<file path="src/rtl/mcore_mem_arb_2port.sv">
// mcore_mem_arb_2port
// Two-requester round-robin arbiter in front of a single-ported test memory.
// Requests pass through combinationally; the requester ID of every issued
// request is queued in a small in-flight FIFO so that the in-order memory
// responses can be steered back to the requester that issued them.
// Optional build macro: MCORE_MEM_ARB_DOMAIN_DRAIN_EN. When it is defined,
// a request whose security level differs from the last issued one must wait
// until the memory pipeline has fully drained.
module mcore_mem_arb_2port #(
    parameter int p_opaque_nbits = 8,
    parameter int p_addr_nbits   = 32,
    parameter int p_data_nbits   = 32,
    parameter int p_max_inflight = 4,
    localparam int c_req_cnbits  = 3 + p_opaque_nbits + p_addr_nbits + $clog2(p_data_nbits / 8),
    localparam int c_resp_cnbits = 3 + p_opaque_nbits + $clog2(p_data_nbits / 8),
    localparam int c_cnt_nbits   = $clog2(p_max_inflight) + 1
) (
    input  logic                     clk,
    input  logic                     reset,
    input  logic                     sec_level0,
    input  logic                     sec_level1,
    input  logic                     req0_val,
    output logic                     req0_rdy,
    input  logic [c_req_cnbits-1:0]  req0_control,
    input  logic [p_data_nbits-1:0]  req0_data,
    input  logic                     req1_val,
    output logic                     req1_rdy,
    input  logic [c_req_cnbits-1:0]  req1_control,
    input  logic [p_data_nbits-1:0]  req1_data,
    output logic                     resp0_val,
    input  logic                     resp0_rdy,
    output logic [c_resp_cnbits-1:0] resp0_control,
    output logic [p_data_nbits-1:0]  resp0_data,
    output logic                     resp1_val,
    input  logic                     resp1_rdy,
    output logic [c_resp_cnbits-1:0] resp1_control,
    output logic [p_data_nbits-1:0]  resp1_data,
    output logic                     memreq_val,
    input  logic                     memreq_rdy,
    output logic [c_req_cnbits-1:0]  memreq_control,
    output logic [p_data_nbits-1:0]  memreq_data,
    input  logic                     memresp_val,
    output logic                     memresp_rdy,
    input  logic [c_resp_cnbits-1:0] memresp_control,
    input  logic [p_data_nbits-1:0]  memresp_data,
    output logic                     mem_sec_level,
    output logic [c_cnt_nbits-1:0]   inflight_cnt
);

    localparam int c_ptr_nbits = $clog2(p_max_inflight);
    localparam logic [c_cnt_nbits-1:0] c_cnt_full = c_cnt_nbits'(p_max_inflight);

    logic [p_max_inflight-1:0] id_mem;
    logic [c_ptr_nbits-1:0]    wr_ptr;
    logic [c_ptr_nbits-1:0]    rd_ptr;
    logic [c_cnt_nbits-1:0]    count;
    logic                      prio;
    logic                      fifo_full;
    logic                      fifo_empty;
    logic                      can_issue;
    logic                      lvl_ok0;
    logic                      lvl_ok1;
    logic                      elig0;
    logic                      elig1;
    logic                      grant;
    logic                      head;
    logic                      push;
    logic                      pop;

`ifdef MCORE_MEM_ARB_DOMAIN_DRAIN_EN
    logic last_lvl;

    // Remember the security level of the most recently issued request
    always_ff @(posedge clk) begin
        if (!reset) begin
            last_lvl <= 1'b0;
        end else if (push) begin
            last_lvl <= mem_sec_level;
        end
    end

    // A level switch is only allowed once nothing is left in flight
    always_comb begin
        lvl_ok0 = (sec_level0 == last_lvl) || (count == '0);
        lvl_ok1 = (sec_level1 == last_lvl) || (count == '0);
    end
`else
    // Without domain draining every requester is always level-compatible
    always_comb begin
        lvl_ok0 = 1'b1;
        lvl_ok1 = 1'b1;
    end
`endif

    // FIFO status; a full FIFO blocks issue even if a pop happens this cycle
    always_comb begin
        fifo_full    = (count == c_cnt_full);
        fifo_empty   = (count == '0);
        inflight_cnt = count;
        can_issue    = reset && !fifo_full;
    end

    // Round-robin grant and combinational request mux toward memory
    always_comb begin
        elig0 = req0_val && lvl_ok0;
        elig1 = req1_val && lvl_ok1;
        if (elig0 && elig1) begin
            grant = prio;
        end else begin
            grant = elig1;
        end
        memreq_val     = can_issue && (elig0 || elig1);
        memreq_control = grant ? req1_control : req0_control;
        memreq_data    = grant ? req1_data : req0_data;
        mem_sec_level  = grant ? sec_level1 : sec_level0;
        req0_rdy       = can_issue && lvl_ok0 && !grant && memreq_rdy;
        req1_rdy       = can_issue && lvl_ok1 && grant && memreq_rdy;
        push           = memreq_val && memreq_rdy;
    end

    // Steer the in-order memory response to the requester at the FIFO head
    always_comb begin
        head            = id_mem[rd_ptr];
        resp0_val       = reset && memresp_val && !fifo_empty && !head;
        resp1_val       = reset && memresp_val && !fifo_empty && head;
        resp0_control   = memresp_control;
        resp0_data      = memresp_data;
        resp1_control   = memresp_control;
        resp1_data      = memresp_data;
        memresp_rdy     = reset && !fifo_empty && (head ? resp1_rdy : resp0_rdy);
        pop             = memresp_val && memresp_rdy;
    end

    // In-flight ID FIFO and round-robin pointer state
    always_ff @(posedge clk) begin
        if (!reset) begin
            id_mem <= '0;
            wr_ptr <= '0;
            rd_ptr <= '0;
            count  <= '0;
            prio   <= 1'b0;
        end else begin
            if (push) begin
                id_mem[wr_ptr] <= grant;
                wr_ptr         <= wr_ptr + c_ptr_nbits'(1);
                prio           <= ~grant;
            end
            if (pop) begin
                rd_ptr <= rd_ptr + c_ptr_nbits'(1);
            end
            case ({push, pop})
                2'b10:   count <= count + c_cnt_nbits'(1);
                2'b01:   count <= count - c_cnt_nbits'(1);
                default: count <= count;
            endcase
        end
    end

endmodule

</file>
<file path="config.mk">
export PLATFORM = sky130hd
export DESIGN_NAME = mcore_mem_arb_2port
export DESIGN_NICKNAME = d
export VERILOG_FILES = /design/src/rtl/mcore_mem_arb_2port.sv
export SDC_FILE = /design/constraint.sdc
export NUM_CORES = 1
export LEC_CHECK = 0
export CAP_MARGIN = 20
export CORE_AREA = 5 5 145 147
export DETAILED_ROUTE_END_ITERATION = 10
export DIE_AREA = 0 0 150 152
export HOLD_SLACK_MARGIN = 0.05
export SETUP_SLACK_MARGIN = 0.1
export SLEW_MARGIN = 0
export SYNTH_ARGS = -nofsm -noshare
export SYNTH_HDL_FRONTEND = slang
export SYNTH_SLANG_ARGS = --single-unit
</file>
<file path="constraint.sdc">
create_clock -name clk -period 2 [get_ports clk]
set_input_delay 0.4 -clock clk [delete_from_list [all_inputs] [get_ports clk]]
set_output_delay 0.4 -clock clk [all_outputs]
set_load 0.005 [all_outputs]
</file>
==> metrics.md <==
| Metric | Value |
|---|---|
| Status | `complete, but fails checks` |
| Failing checks | `negative setup slack` |
| Max Cap Viol | `0` |
| Setup violations, final | `37` |
| Post-Syn Instances | `257` |
| DP Worst Slack | `-0.6926 ns` |
| CTS H-tree depth | `1` |
| FP Rows | `52` |
| Netlist cell types | `35` |
| Fin crit share | `1.170` |
| Drt drc | `0` |
| Grt ovf | `0` |
| Final Skew | `approximately 0.00061 ns` |
| DP HPWL | `just under 9000 µm` |
| Clk Latency, worst-skew pair | `around 0.24 ns` |
| GRT Total Usage | `0.08912` |
| Vias in the first global route | `2741` |
| HP Class | `reg -> reg` |
| WP data arrival | `around 2.5 ns` |
| Die Wd | `about 150 µm` |
| Fillers | `between 2000 and 2500` |
| Final setup TNS | `-3.782 ns` |
| RSZ-0062 raised after global routing | `yes` |
| Met3 GRT Util | `0.04856` |
| Initial antenna violation count | `0` |
| Reg clk slew, reported paths | `around 0.040 ns` |
| Storage element area | `~250 µm²` |
| CP Launch Type | `flip-flop` |
| Diode count | `0` |
| Vias | `2607` |
| CTS sink count | `12` |
| GP Congestion | `between 0.7 and 0.8` |
| # port buffers | `250` |
| Commonest non-fill, non-tap cells in the layout | `clkdlybuf4s50_1 (163), buf_6 (105), mux2_4 (79)` |
| Synth Net Count | `472` |
| Layout Utilization | `0.2986` |
| Power Density | `approximately 330 nW/µm²` |
| Final ANT Viol Nets | `0` |
| DR iter-0 viols | `29` |
| Max Freq | `about 430 MHz` |
| Worst slew pin tran | `approximately 0.29 ns` |
| Top-Level Pins | `between 300 and 400` |
| CTS Buf Count | `3` |
| Grt peak-use layer | `met2` |
| Number of synthesized register bits | `12` |
| Most common cell after layout, fill and taps aside | `clkdlybuf4s50_1` |
| Root Driver | `clkbuf_16` |
| Critical path class | `reg -> reg` |
| Worst endpoint required time | `2.17 ns` |
| Fin. max-slew vios | `0` |
| Worst setup EP type | `flip-flop` |
| # nets final | `roughly 700` |
| Layout area overhead | `124.5%` |
| Avg Cell Area, Syn | `roughly 10 µm²` |
| PnR worst setup slack | `-0.3394 ns` |
| Vias/cell | `around 3.5` |
| Slew headroom | `0.8061` |
| Die area | `22800 µm²` |
| Footprint of the multi-input gates | `~1700 µm²` |
| Starting Density | `0.1330` |
| First-pass GRT wire length | `between 15000 and 20000 µm` |
| Pin count of the biggest net entering global routing | `11` |
| Leak | `around 2.7 nW` |
| Sequential fraction of the synthesis area | `0.09130` |
| Share of post-route cells with drive strength above 1 | `0.5464` |
| M1 GR Usage | `0.1050` |
| WL final | `between 10000 and 15000 µm` |
| Final Hold Fails | `0` |
| Die Y-Extent | `approximately 150 µm` |
| CP max FO | `3` |
| Synthesized area | `2631 µm²` |
| GR Layer Usage met2 | `0.1487` |
| Clock buffer depth | `2` |
| Warning count from the yosys run | `0` |
| DR WL/cell | `around 15 µm` |
| CTS tree | `built` |
| Core area | `around 20000 µm²` |
| Drt pass-1 iters | `4` |
| # hold bufs at CTS | `0` |
| VDD IR max | `roughly 380 µV` |
| Tmin final | `2.339 ns` |
## metrics by stage
stage	hold slack, ns	instances	instance area (µm²)	power (mW)
after floorplan	0.4378	257	2641	0.7672
after global placement	0.4560	705	4950	1.292
after detailed placement	0.4579	705	4950	1.296
after CTS	0.4749	758	5943	1.993
after global routing	0.4819	755	5907	2.056
final	0.4751	755	5907	1.955
## final timing paths
check	startpoint	depth (start not counted)	slack, ns	endpoint
max	rd_ptr[1]	10	-0.34	inflight_cnt[2]
min	id_mem[1]	2	0.48	id_mem[1]
max reg2reg	rd_ptr[1]	10	-0.34	inflight_cnt[2]
min reg2reg	id_mem[1]	2	0.48	id_mem[1]
## layer usage
layer | wire, µm | vias up
met2 | 5270 | 223
met4 | 40 | 0
met5 | 0 | -
met3 | 1730 | 4
li1 | - | 1239
met1 | 4574 | 1141
## state kept, by name, summed over array words and instances (netlist names)
| register | count |
|---|---|
| inflight_cnt | 3 |
| id_mem | 4 |
| rd_ptr | 2 |
| wr_ptr | 2 |
| prio | 1 |
## cells in the mapped netlist, drive strengths merged
| master | n | area share |
|---|---|---|
| buf | 99 | 0.29 |
| and3b | 1 | 0.0033 |
| o211ai | 1 | 0.0048 |
| mux2i | 11 | 0.042 |
| mux2 | 79 | 0.42 |
| nand2 | 13 | 0.019 |
| o311ai | 1 | 0.010 |
| nor2 | 5 | 0.0081 |
| and3 | 1 | 0.0024 |
| nor3b | 1 | 0.0048 |
| o21bai | 1 | 0.0029 |
| ha | 5 | 0.024 |
| inv | 6 | 0.0086 |
| dfxtp | 12 | 0.091 |
| fa | 1 | 0.0076 |
| or3 | 1 | 0.0024 |
| a21oi | 2 | 0.0081 |
| clkbuf | 1 | 0.0014 |
| nor2b | 2 | 0.0048 |
| o221a | 1 | 0.0043 |
| o31ai | 1 | 0.0029 |
| and2 | 3 | 0.0071 |
| nand2b | 1 | 0.0024 |
| xor2 | 1 | 0.0033 |
| a21boi | 2 | 0.0057 |
| o21ai | 2 | 0.0038 |
| o21a | 1 | 0.0029 |
| xnor2 | 2 | 0.0067 |
## worst max-delay path, cell delays in order (launching register included)
cell and delay [ns]:
dfxtp_4 0.35, mux2i_2 0.16, mux2_4 0.30, mux2i_4 0.20
nor2_4 0.13, ha_4 0.14, inv_2 0.03, fa_2 0.32
xor2_1 0.16, or3_1 0.33, a21boi_2 0.15
## final cells by class
class,instances,area share
well taps,270,0.05719
multi-input cells,139,0.2957
flip-flops and latches,12,0.04258
clock buffers,4,0.01504
repair buffers,324,0.5857
inverters,6,0.003813
## cells by family after synthesis
logic type,Yosys count,synth area share
flops,12,0.09130
compound gates,12,0.04518
simple gates,28,0.05374
buf+inv,106,0.3029
mux,90,0.4655
fa+ha+maj,6,0.03138
xor+xnor,3,0.009988
## repair_timing
action / in CTS / in global routing
gates resized for setup: 471 / 39
endpoints found under the setup margin: 87 / 86
hold endpoints to repair: 0 / 0
gates cloned: 5 / 0
buffers inserted: 45 / 8
pin swaps: 3 / 3
## report_power, final
group	switching [mW]	internal [mW]	leakage [nW]
combinational	0.350	0.936	2.56
clock	0.109	0.302	0.0442
sequential	0.0106	0.247	0.100
total	0.469	1.49	2.70
No activity file was read; power rests on OpenSTA's default activity.
